### src/rtl/skip_cnt_pkg.sv
// skip_cnt_pkg: shared state encoding and power-on configuration defaults for the skip counter
package skip_cnt_pkg;
    typedef enum logic [1:0] {ST_IDLE, ST_RUN, ST_PAUSE, ST_DONE} state_t;
    localparam int DEF_THRESH  = 8;
    localparam int DEF_STEP_LO = 1;
    localparam int DEF_STEP_HI = 2;
endpackage

### src/rtl/skip_cnt_core.sv
// skip_cnt_core: count register with threshold-selected step and wrap detection
//   clk, rst          clock / async active-high reset
//   en                advance the count this cycle
//   clr               force the count to 0 (wins over en)
//   thresh            step-switch threshold
//   step_lo, step_hi  increments used at or below / above thresh
//   cnt               current count
//   wrap_now          advancing this cycle would wrap to 0
module skip_cnt_core #(
    parameter int WIDTH = 4
) (
    input  logic             clk,
    input  logic             rst,
    input  logic             en,
    input  logic             clr,
    input  logic [WIDTH-1:0] thresh,
    input  logic [WIDTH-1:0] step_lo,
    input  logic [WIDTH-1:0] step_hi,
    output logic [WIDTH-1:0] cnt,
    output logic             wrap_now
);
    localparam logic [WIDTH:0] MAX = {1'b0, {WIDTH{1'b1}}};
    logic [WIDTH-1:0] r_cnt;
    logic [WIDTH-1:0] w_step;
    logic [WIDTH:0]   w_sum;
    assign w_step   = (r_cnt > thresh) ? step_hi : step_lo;
    // one extra bit so an overshoot past MAX is visible
    assign w_sum    = {1'b0, r_cnt} + {1'b0, w_step};
    assign wrap_now = (r_cnt == {WIDTH{1'b1}}) || (w_sum > MAX);
    assign cnt      = r_cnt;
    always_ff @(posedge clk or posedge rst) begin
        if (rst)
            r_cnt <= '0;
        else if (clr)
            r_cnt <= '0;
        else if (en)
            r_cnt <= wrap_now ? '0 : w_sum[WIDTH-1:0];
    end
endmodule

### src/rtl/skip_cnt_ctrl.sv
// skip_cnt_ctrl: FSM, config handshake, wrap accounting and pulses around skip_cnt_core
//   clk, rst                  clock / async active-high reset
//   cfg_valid, cfg_ready      config handshake (accepted only in IDLE)
//   cfg_thresh, cfg_step_lo,
//   cfg_step_hi, cfg_nwrap    offered configuration (nwrap 0 = free-run)
//   start, pause, abort       control; abort > pause > start
//   cnt, cnt_vld              count value, valid while running
//   wrap, wrap_cnt            wrap pulse, saturating wraps since start
//   busy, done                RUN/PAUSE indicator, end-of-job pulse
//   cfg_err                   last accepted offer had a zero step
module skip_cnt_ctrl
    import skip_cnt_pkg::*;
#(
    parameter int WIDTH   = 4,
    parameter int NWRAP_W = 8
) (
    input  logic               clk,
    input  logic               rst,
    input  logic               cfg_valid,
    output logic               cfg_ready,
    input  logic [WIDTH-1:0]   cfg_thresh,
    input  logic [WIDTH-1:0]   cfg_step_lo,
    input  logic [WIDTH-1:0]   cfg_step_hi,
    input  logic [NWRAP_W-1:0] cfg_nwrap,
    input  logic               start,
    input  logic               pause,
    input  logic               abort,
    output logic [WIDTH-1:0]   cnt,
    output logic               cnt_vld,
    output logic               wrap,
    output logic [NWRAP_W-1:0] wrap_cnt,
    output logic               busy,
    output logic               done,
    output logic               cfg_err
);
    state_t               r_state, w_next;
    logic [WIDTH-1:0]     r_thresh, r_lo, r_hi;
    logic [NWRAP_W-1:0]   r_nwrap, r_wrap_cnt;
    logic                 r_wrap, r_cfg_err;
    logic                 w_cfg_acc, w_cfg_bad, w_start_go, w_en, w_clr, w_wrap_now, w_hit;
    logic [NWRAP_W:0]     w_wc_plus;
    assign w_cfg_acc  = cfg_valid && cfg_ready;
    assign w_cfg_bad  = (cfg_step_lo == '0) || (cfg_step_hi == '0);
    // a same-cycle config accept swallows the start
    assign w_start_go = (r_state == ST_IDLE) && start && !abort && !pause && !w_cfg_acc;
    assign w_en       = (r_state == ST_RUN) && !abort && !pause;
    assign w_clr      = abort || (r_state == ST_IDLE) || (r_state == ST_DONE);
    // compare in NWRAP_W+1 bits so a saturated counter never matches spuriously
    assign w_wc_plus  = {1'b0, r_wrap_cnt} + 1'b1;
    assign w_hit      = (r_nwrap != '0) && (w_wc_plus == {1'b0, r_nwrap});
    skip_cnt_core #(.WIDTH(WIDTH)) u_core (
        .clk      (clk),
        .rst      (rst),
        .en       (w_en),
        .clr      (w_clr),
        .thresh   (r_thresh),
        .step_lo  (r_lo),
        .step_hi  (r_hi),
        .cnt      (cnt),
        .wrap_now (w_wrap_now)
    );
    always_ff @(posedge clk or posedge rst) begin
        if (rst)
            r_state <= ST_IDLE;
        else
            r_state <= w_next;
    end
    always_comb begin
        w_next = r_state;
        case (r_state)
            ST_IDLE:  w_next = w_start_go ? ST_RUN : ST_IDLE;
            ST_RUN:   w_next = abort ? ST_IDLE : pause ? ST_PAUSE :
                               (w_wrap_now && w_hit) ? ST_DONE : ST_RUN;
            ST_PAUSE: w_next = abort ? ST_IDLE : pause ? ST_PAUSE : start ? ST_RUN : ST_PAUSE;
            default:  w_next = ST_IDLE;
        endcase
    end
    always_comb begin
        cfg_ready = (r_state == ST_IDLE);
        cnt_vld   = (r_state == ST_RUN);
        busy      = (r_state == ST_RUN) || (r_state == ST_PAUSE);
        done      = (r_state == ST_DONE);
    end
    always_ff @(posedge clk or posedge rst) begin
        if (rst) begin
            r_thresh  <= WIDTH'(DEF_THRESH);
            r_lo      <= WIDTH'(DEF_STEP_LO);
            r_hi      <= WIDTH'(DEF_STEP_HI);
            r_nwrap   <= '0;
            r_cfg_err <= 1'b0;
        end else if (w_cfg_acc) begin
            r_cfg_err <= w_cfg_bad;
            if (!w_cfg_bad) begin
                r_thresh <= cfg_thresh;
                r_lo     <= cfg_step_lo;
                r_hi     <= cfg_step_hi;
                r_nwrap  <= cfg_nwrap;
            end
        end
    end
    always_ff @(posedge clk or posedge rst) begin
        if (rst) begin
            r_wrap     <= 1'b0;
            r_wrap_cnt <= '0;
        end else begin
            r_wrap <= w_en && w_wrap_now;
            if (w_start_go)
                r_wrap_cnt <= '0;
            else if (w_en && w_wrap_now && !(&r_wrap_cnt))
                r_wrap_cnt <= w_wc_plus[NWRAP_W-1:0];
        end
    end
    assign wrap     = r_wrap;
    assign wrap_cnt = r_wrap_cnt;
    assign cfg_err  = r_cfg_err;
endmodule
### config.mk
export PLATFORM = sky130hd
export DESIGN_NAME = skip_cnt_ctrl
export DESIGN_NICKNAME = d
export VERILOG_FILES = /design/src/rtl/skip_cnt_pkg.sv /design/src/rtl/skip_cnt_core.sv /design/src/rtl/skip_cnt_ctrl.sv
export SDC_FILE = /design/constraint.sdc
export NUM_CORES = 1
export LEC_CHECK = 0
export BUFFER_PORTS_ARGS = -buffer_cell sky130_fd_sc_hd__buf_2
export CAP_MARGIN = 40
export CORE_MARGIN = 5
export CORE_UTILIZATION = 35
export CTS_CLUSTER_SIZE = 16
export DETAILED_ROUTE_END_ITERATION = 6
export GPL_ROUTABILITY_DRIVEN = 1
export GPL_TIMING_DRIVEN = 0
export PLACE_DENSITY = 0.64
export SLEW_MARGIN = 40
export SYNTH_ARGS = -nofsm -noshare
export SYNTH_HDL_FRONTEND = slang
export SYNTH_HIERARCHICAL = 1
export SYNTH_SLANG_ARGS = --single-unit
export TNS_END_PERCENT = 5
### constraint.sdc
create_clock -name clk -period 3.59 [get_ports clk]
set_input_delay 0.1795 -clock clk [delete_from_list [all_inputs] [get_ports clk]]
set_output_delay 0.1795 -clock clk [all_outputs]
set_load 0.05 [all_outputs]
==> impl_metrics.csv, run 1 <==
group,metric,value,unit
run_status,status,"finished, final reports clean",
floorplanning,die_area,8100,µm²
sta,hold_ws,114,ps
drt,first_pass_iters,4,
clock_tree,cts_sinks,36,
critical_path,worstReg2RegEnd,"wrap_cnt[7]$_DFFE_PP0P_",
floorplanning,core_region_area,6280,µm²
drt,drt_iter0_drc,65,
power_and_ir_drop,ir_worst_vdd,0.000239,V
logic_synthesis,yosysMostFrequentCell,"dfrtp_1",
logic_synthesis,synth-adder-area-share,8.15,%
logic_synthesis,ys_types,46,
sta,fin_setup_tns,0,ps
drt,wl,5030,µm
drt,ant_nets,0,
power_and_ir_drop,seqPwrFrac,45.5,%
global_route,grt_start_max_net_pins,33,
critical_path,cp.required,3740,ps
logic_synthesis,syn_inst,207,
cells_and_area,layout.nets,303,
logic_synthesis,synth-async-reset-ratio,100,%
placement,port_buffers,43,
global_route,grt_antenna_before_repair,0,
floorplanning,start_util,35.7,%
floorplanning,fp.dieW,90.0,µm
power_and_ir_drop,combinationalPowerShare,21.8,%
cells_and_area,drive_above_1_share,38.6,%
global_route,grt_pass1_wl,8440,µm
sta,fin_crit,3430,ps
cells_and_area,antenna_cells,0,
floorplanning,ioPinCount,44,
power_and_ir_drop,p_leak,1.36,nW
sta,setup_viol,0,
hold_path,hold_class,"input pin to register",
logic_synthesis,synthFlopType,"dfrtp_1",
power_and_ir_drop,power_per_cell_area,389,nW/µm²
critical_path,critPathLaunch,"r_thresh[3]$_DFFE_PP1P_",
sta,fin_skew,5.63,ps
logic_synthesis,ys_top_cells_by_area,"dfrtp_1, mux2_4, ha_1",
logic_synthesis,post_synth_mux_area_share,14.2,%
critical_path,crit_path_max_fanout,8,
critical_path,reg2reg_slack,160,ps
sta,finalHoldViolations,0,
cells_and_area,fill_cells,612,
placement,routabilityCongestion,0.804,
drt,routed_via_density,4.96,
hold_path,min_from,"cfg_nwrap[2]",
power_and_ir_drop,netSwitchingPower,0.285,mW
flow_run,max_cap_violations,0,
power_and_ir_drop,p_sw_share,26.8,%
critical_path,startpoint_type,"register",
placement,hpwlAfterDp,3760,µm
critical_path,reg2regPathDepth,16,
logic_synthesis,synth_top_area_share,36.9,%
power_and_ir_drop,p_clk_share,32.7,%
logic_synthesis,ys_seq_elements,36,
logic_synthesis,seq_area_frac_synth,40.4,%
logic_synthesis,synthSimpleGateAreaFrac,16.0,%
clock_tree,cts_buffer_depth,2,
logic_synthesis,synth_top_family_by_area,"simple AND/OR/NAND/NOR gates",
global_route,grt_overflow,0,
clock_tree,insertion_delay,290,ps
logic_synthesis,avgSynthCellArea,10.8,µm²
critical_path,setup.worst_path.class,"register to register",
sta,worstMarginPinSlew,677,ps
sta,relSlewSlack,54.8,%
sta,max_freq,292,MHz
global_route,grt_pass1_vias,1785,
logic_synthesis,synth_nets,247,
clock_tree,cts_buffers,5,
drt,drc,0,
floorplanning,die_y,90.0,µm
logic_synthesis,yosys-top-cells-count,"dfrtp_1, mux2_4, nor2_1",
sta,slew_violations,0,
clock_tree,cts_tree,"built",
cells_and_area,syn_to_final_growth,21.9,%
cells_and_area,post-route-util,43.5,%
clock_tree,htree_num_levels,2,
logic_synthesis,synth-xor-area-share,7.04,%
sta,finalCritPeriodShare,95.4,%
floorplanning,fp-row-count,29,
critical_path,cp.arrival,3570,ps
critical_path,r2r_start,"r_thresh[3]$_DFFE_PP1P_",
global_route,grt_usage,12.5,%
critical_path,crit_path_end,"wrap_cnt[7]$_DFFE_PP0P_",
logic_synthesis,yosysTopAreaCell,"dfrtp_1",
logic_synthesis,synth_compound_area_share,9.66,%
drt,routedWlPerCell,14.7,µm
clock_tree,clk_pin_slew,70,ps
logic_synthesis,synth_area,2240,µm²
logic_synthesis,synth-edff-count,0,
clock_tree,cts-root-buf,"clkbuf_8",
drt,via_count,1693,
logic_synthesis,yosysWarnings,6,
critical_path,end_kind,"register",
power_and_ir_drop,p_int,0.778,mW
power by group through the flow:
stage	logic (mW)	clock network (mW)	registers (mW)
2_1_floorplan	0.169	0	0.490
3_5_place_dp	0.223	0	0.492
6_report	0.231	0.347	0.484
4_1_cts	0.227	0.359	0.484
5_1_grt	0.252	0.384	0.488
3_3_place_gp	0.220	0	0.490
routing by layer:
metal  up-vias  share of wire, %  global-route usage [%]
li1        836                 -                       -
met1       809                46                    15.7
met2        41                49                    20.7
met3         7               4.6                    4.34
met4         0               1.1                    2.73
met5         -                 0                       0
layout by cell type (no fill, tap or decap), drive strengths merged, types with 4 or more instances in the layout:
master   n
nor2    18
nand3    6
nand4    4
inv     14
a21oi    9
clkbuf   7
mux2    21
ha      13
nand2   17
buf     53
o21ai    6
dfrtp   33
nor4     4
xor2    12
xnor2    6
and3     4
nand2b   4
registers in the layout, summed over array words and instances, names as in the netlist:
register	cells
r_lo	4
r_nwrap	8
wrap_cnt	8
u_core/cnt	4
r_state	2
r_thresh	4
r_hi	4
cfg_err	1
wrap	1
logic make-up after synthesis:
| kind of cell | Yosys count |
|---|---|
| AND/OR/NAND/NOR | 68 |
| flip-flops | 36 |
| AO/OA/AOI/OAI | 29 |
| multiplexers | 22 |
| buffers and inverters | 20 |
| XOR/XNOR | 18 |
| adder cells (fa/ha/maj) | 14 |
worst min path at each step:
stage	endpoint	cells after the start
after CTS	r_nwrap[2]$_DFFE_PP0P_	3
after detailed placement	u_core/cnt[3]$_DFFE_PP0P_	2
after global placement	u_core/cnt[2]$_DFFE_PP0P_	2
after floorplan	u_core/cnt[0]$_DFFE_PP0P_	1
final	r_nwrap[2]$_DFFE_PP0P_	3
after global routing	r_nwrap[4]$_DFFE_PP0P_	2
layout make-up:
type	instances	area [µm²]	share of cell area, %
Multi-Input combinational cell	151	1250	45.9
Sequential cell	36	910	33.3
Timing Repair Buffer	49	263	9.62
Tap cell	77	96.3	3.53
Clock buffer	6	72.6	2.66
Inverter	14	52.6	1.92
Buffer	6	50.0	1.83
Clock inverter	2	35.0	1.28
critical path, cell delays in order, from the launching register on:
cell and delay, ps:
dfstp_2 530, inv_1 70, ha_4 290, o211ai_2 100
a21oi_4 200, mux2_4 320, ha_1 220, fa_2 360
a21o_1 190, a21oi_4 140, inv_1 60, and4bb_2 250
o21a_1 100, buf_4 160, nand4_1 100, xor2_1 150
nor2_1 60
through the flow:
step | instance area, µm² | setup WS [ps] | total power, mW | std cells
after floorplan | 2250 | 57.3 | 0.658 | 207
after global placement | 2560 | -107 | 0.710 | 327
after detailed placement | 2560 | -99.4 | 0.715 | 327
after CTS | 2690 | 27.3 | 1.07 | 338
after global routing | 2730 | -27.1 | 1.12 | 341
final | 2730 | 164 | 1.06 | 341
timing repair:
action                     CTS  global route
setup endpoints to repair    8             7
hold endpoints to repair     4             0
hold buffers                 1             0
pin swaps                    1             1
setup buffers                2             3
resized for setup            0             4
Note: power is estimated with default switching activity, not from simulation.
==> inputs of run 2 (changes only) <==
--- a/config.mk
+++ b/config.mk
@@ -13,7 +13,7 @@
 export DETAILED_ROUTE_END_ITERATION = 6
 export GPL_ROUTABILITY_DRIVEN = 1
 export GPL_TIMING_DRIVEN = 0
-export PLACE_DENSITY = 0.64
+export PLACE_DENSITY = 0.62
 export SLEW_MARGIN = 40
 export SYNTH_ARGS = -nofsm -noshare
 export SYNTH_HDL_FRONTEND = slang
==> constraint.sdc (replaced) <==
create_clock -name clk -period 3.9 [get_ports clk]
set_input_delay 0.195 -clock clk [delete_from_list [all_inputs] [get_ports clk]]
set_output_delay 0.195 -clock clk [all_outputs]
set_load 0.05 [all_outputs]
==> impl_metrics.csv, run 2 (synthesis gave the netlist of run 1 again) <==
group,metric,value,unit
sta,fin_crit,3720,ps
cells_and_area,layout_commonest_cell,"buf_2",
drt,first_pass_iters,4,
global_route,grt_pass1_vias,1792,
clock_tree,cts_tree,"built",
critical_path,crit_path_max_fanout,8,
drt,via_count,1669,
sta,max_freq,269,MHz
placement,hpwlAfterDp,3830,µm
cells_and_area,drive_above_1_share,35.1,%
drt,routedWlPerCell,14.7,µm
power_and_ir_drop,totalPowerFinal,0.912,mW
run_status,status,"finished, final reports clean",
critical_path,cp.required,4050,ps
floorplanning,fp-row-count,29,
floorplanning,die_y,90.0,µm
drt,ant_nets,0,
cells_and_area,fill_cells,628,
drt,drt_iter0_drc,64,
critical_path,critPathBufInv,3,
cells_and_area,syn_to_final_growth,19.0,%
sta,setup_viol,0,
placement,port_buffers,43,
placement,routabilityCongestion,0.870,
sta,finalHoldViolations,0,
sta,fin_skew,3.17,ps
drt,routed_via_density,4.92,
global_route,grt_start_max_net_pins,33,
critical_path,setup.worst_path.class,"register to register",
cells_and_area,layout.nets,301,
clock_tree,clk_pin_slew,70,ps
floorplanning,die_area,8100,µm²
critical_path,cp.arrival,3870,ps
global_route,grt_usage,13.0,%
placement,post-place-ws,133,ps
sta,finalCritPeriodShare,95.3,%
critical_path,slowest_stage,"dfstp_2",
global_route,grt_overflow,0,
global_route,grt_pass1_wl,8560,µm
clock_tree,cts_buffer_depth,2,
flow_run,max_cap_violations,0,
cells_and_area,antenna_cells,0,
floorplanning,core_region_area,6280,µm²
clock_tree,cts_sinks,36,
floorplanning,ioPinCount,44,
critical_path,reg2regPathDepth,16,
clock_tree,cts_buffers,5,
cells_and_area,post-route-util,42.5,%
global_route,grt_antenna_before_repair,0,
hold_path,hold_depth,3,
sta,rsz0062_at_grt,"no",
critical_path,startpoint_type,"register",
drt,wl,4970,µm
critical_path,cp_slowest_stage_delay,530,ps
sta,fin_setup_tns,0,ps
hold_path,hold_class,"input pin to register",
critical_path,crit_cells,16,
critical_path,critical-path-top-delay-family,"adder cells",
critical_path,crit_chain,"inv_1, ha_1, and4_2, a21oi_4, mux2_4, ha_1, fa_1, a21o_1, a21oi_4, inv_1, and4bb_2, o21a_1, buf_4, nand4_1, xor2_1, nor2_1",
floorplanning,fp.dieW,90.0,µm
clock_tree,insertion_delay,290,ps
sta,worstMarginPinSlew,672,ps
sta,relSlewSlack,55.0,%
clock_tree,cts.repair.resized,0,
clock_tree,cts-root-buf,"clkbuf_8",
placement,placed_cells,327,
cells_and_area,stdcell_count,339,
floorplanning,start_util,35.7,%
cells_and_area,mostFrequentLayoutCells,"buf_2, dfrtp_1, mux2_4",
power_and_ir_drop,power_per_cell_area,342,nW/µm²
critical_path,end_kind,"register",
power_and_ir_drop,ir_worst_vdd,0.000181,V
sta,worst_slack,184,ps
power_and_ir_drop,p_leak,1.35,nW
clock_tree,htree_num_levels,2,
sta,slew_violations,0,
drt,drc,0,
-- run 2: final cells by class --
class | instances | area [µm²] | area share [%]
clock inverters | 1 | 5.00 | 0.188
inverters | 14 | 52.6 | 1.97
clock buffers | 7 | 76.3 | 2.86
flip-flops and latches | 36 | 905 | 33.9
plain buffers | 6 | 50.0 | 1.88
well taps | 77 | 96.3 | 3.61
repair buffers | 47 | 248 | 9.29
multi-input cells | 151 | 1230 | 46.3
-- run 2: path summary, 6_finish.rpt --
check                                            end  slack, ps                     from
setup / recovery             wrap_cnt[7]$_DFFE_PP0P_        180  r_thresh[3]$_DFFE_PP1P_
hold reg to reg                  r_hi[1]$_DFFE_PP1P_        490      r_hi[1]$_DFFE_PP1P_
hold / removal                r_nwrap[2]$_DFFE_PP0P_        110             cfg_nwrap[2]
min in group asynchronous  u_core/cnt[2]$_DFFE_PP0P_        350                      rst
max in group asynchronous        r_hi[0]$_DFFE_PP0P_       2900                      rst
setup reg to reg             wrap_cnt[7]$_DFFE_PP0P_        180  r_thresh[3]$_DFFE_PP1P_
-- run 2: metrics by stage --
step	instance area, µm²	hold WS [ps]
after global placement	2550	84.0
after CTS	2640	97.1
after floorplan	2240	-38.9
after detailed placement	2550	94.0
after global routing	2670	109
final	2670	105
-- run 2: per-layer routing --
layer  vias to the layer above  global-route usage [%]  wire length [µm]
met1                       785                    16.0              2270
met5                         -                       0                 0
met3                        10                    3.59               255
met4                         0                    5.58                91
li1                        831                       -                 -
met2                        43                    21.3              2350
-- run 2: what timing repair did --
item / in CTS / in global routing
endpoints found under the setup margin: 0 / 4
hold buffers: 1 / 0
setup buffers: 0 / 3
hold endpoints to repair: 4 / 0
-- run 2: worst register-to-register path, stage by stage (launching register included) --
cell      delay (ps)
dfstp_2          530
inv_1             40
ha_1             320
and4_2           250
a21oi_4          190
mux2_4           320
ha_1             200
fa_1             400
a21o_1           200
a21oi_4          200
inv_1             70
and4bb_2         260
o21a_1           110
buf_4            160
nand4_1          110
xor2_1           160
nor2_1            50
-- run 2: power breakdown --
part / internal (mW) / switching (mW) / leakage [nW]
combinational: 0.112 / 0.0962 / 0.852
sequential: 0.414 / 0.0317 / 0.452
clock: 0.125 / 0.133 / 0.0422
total: 0.651 / 0.261 / 1.35
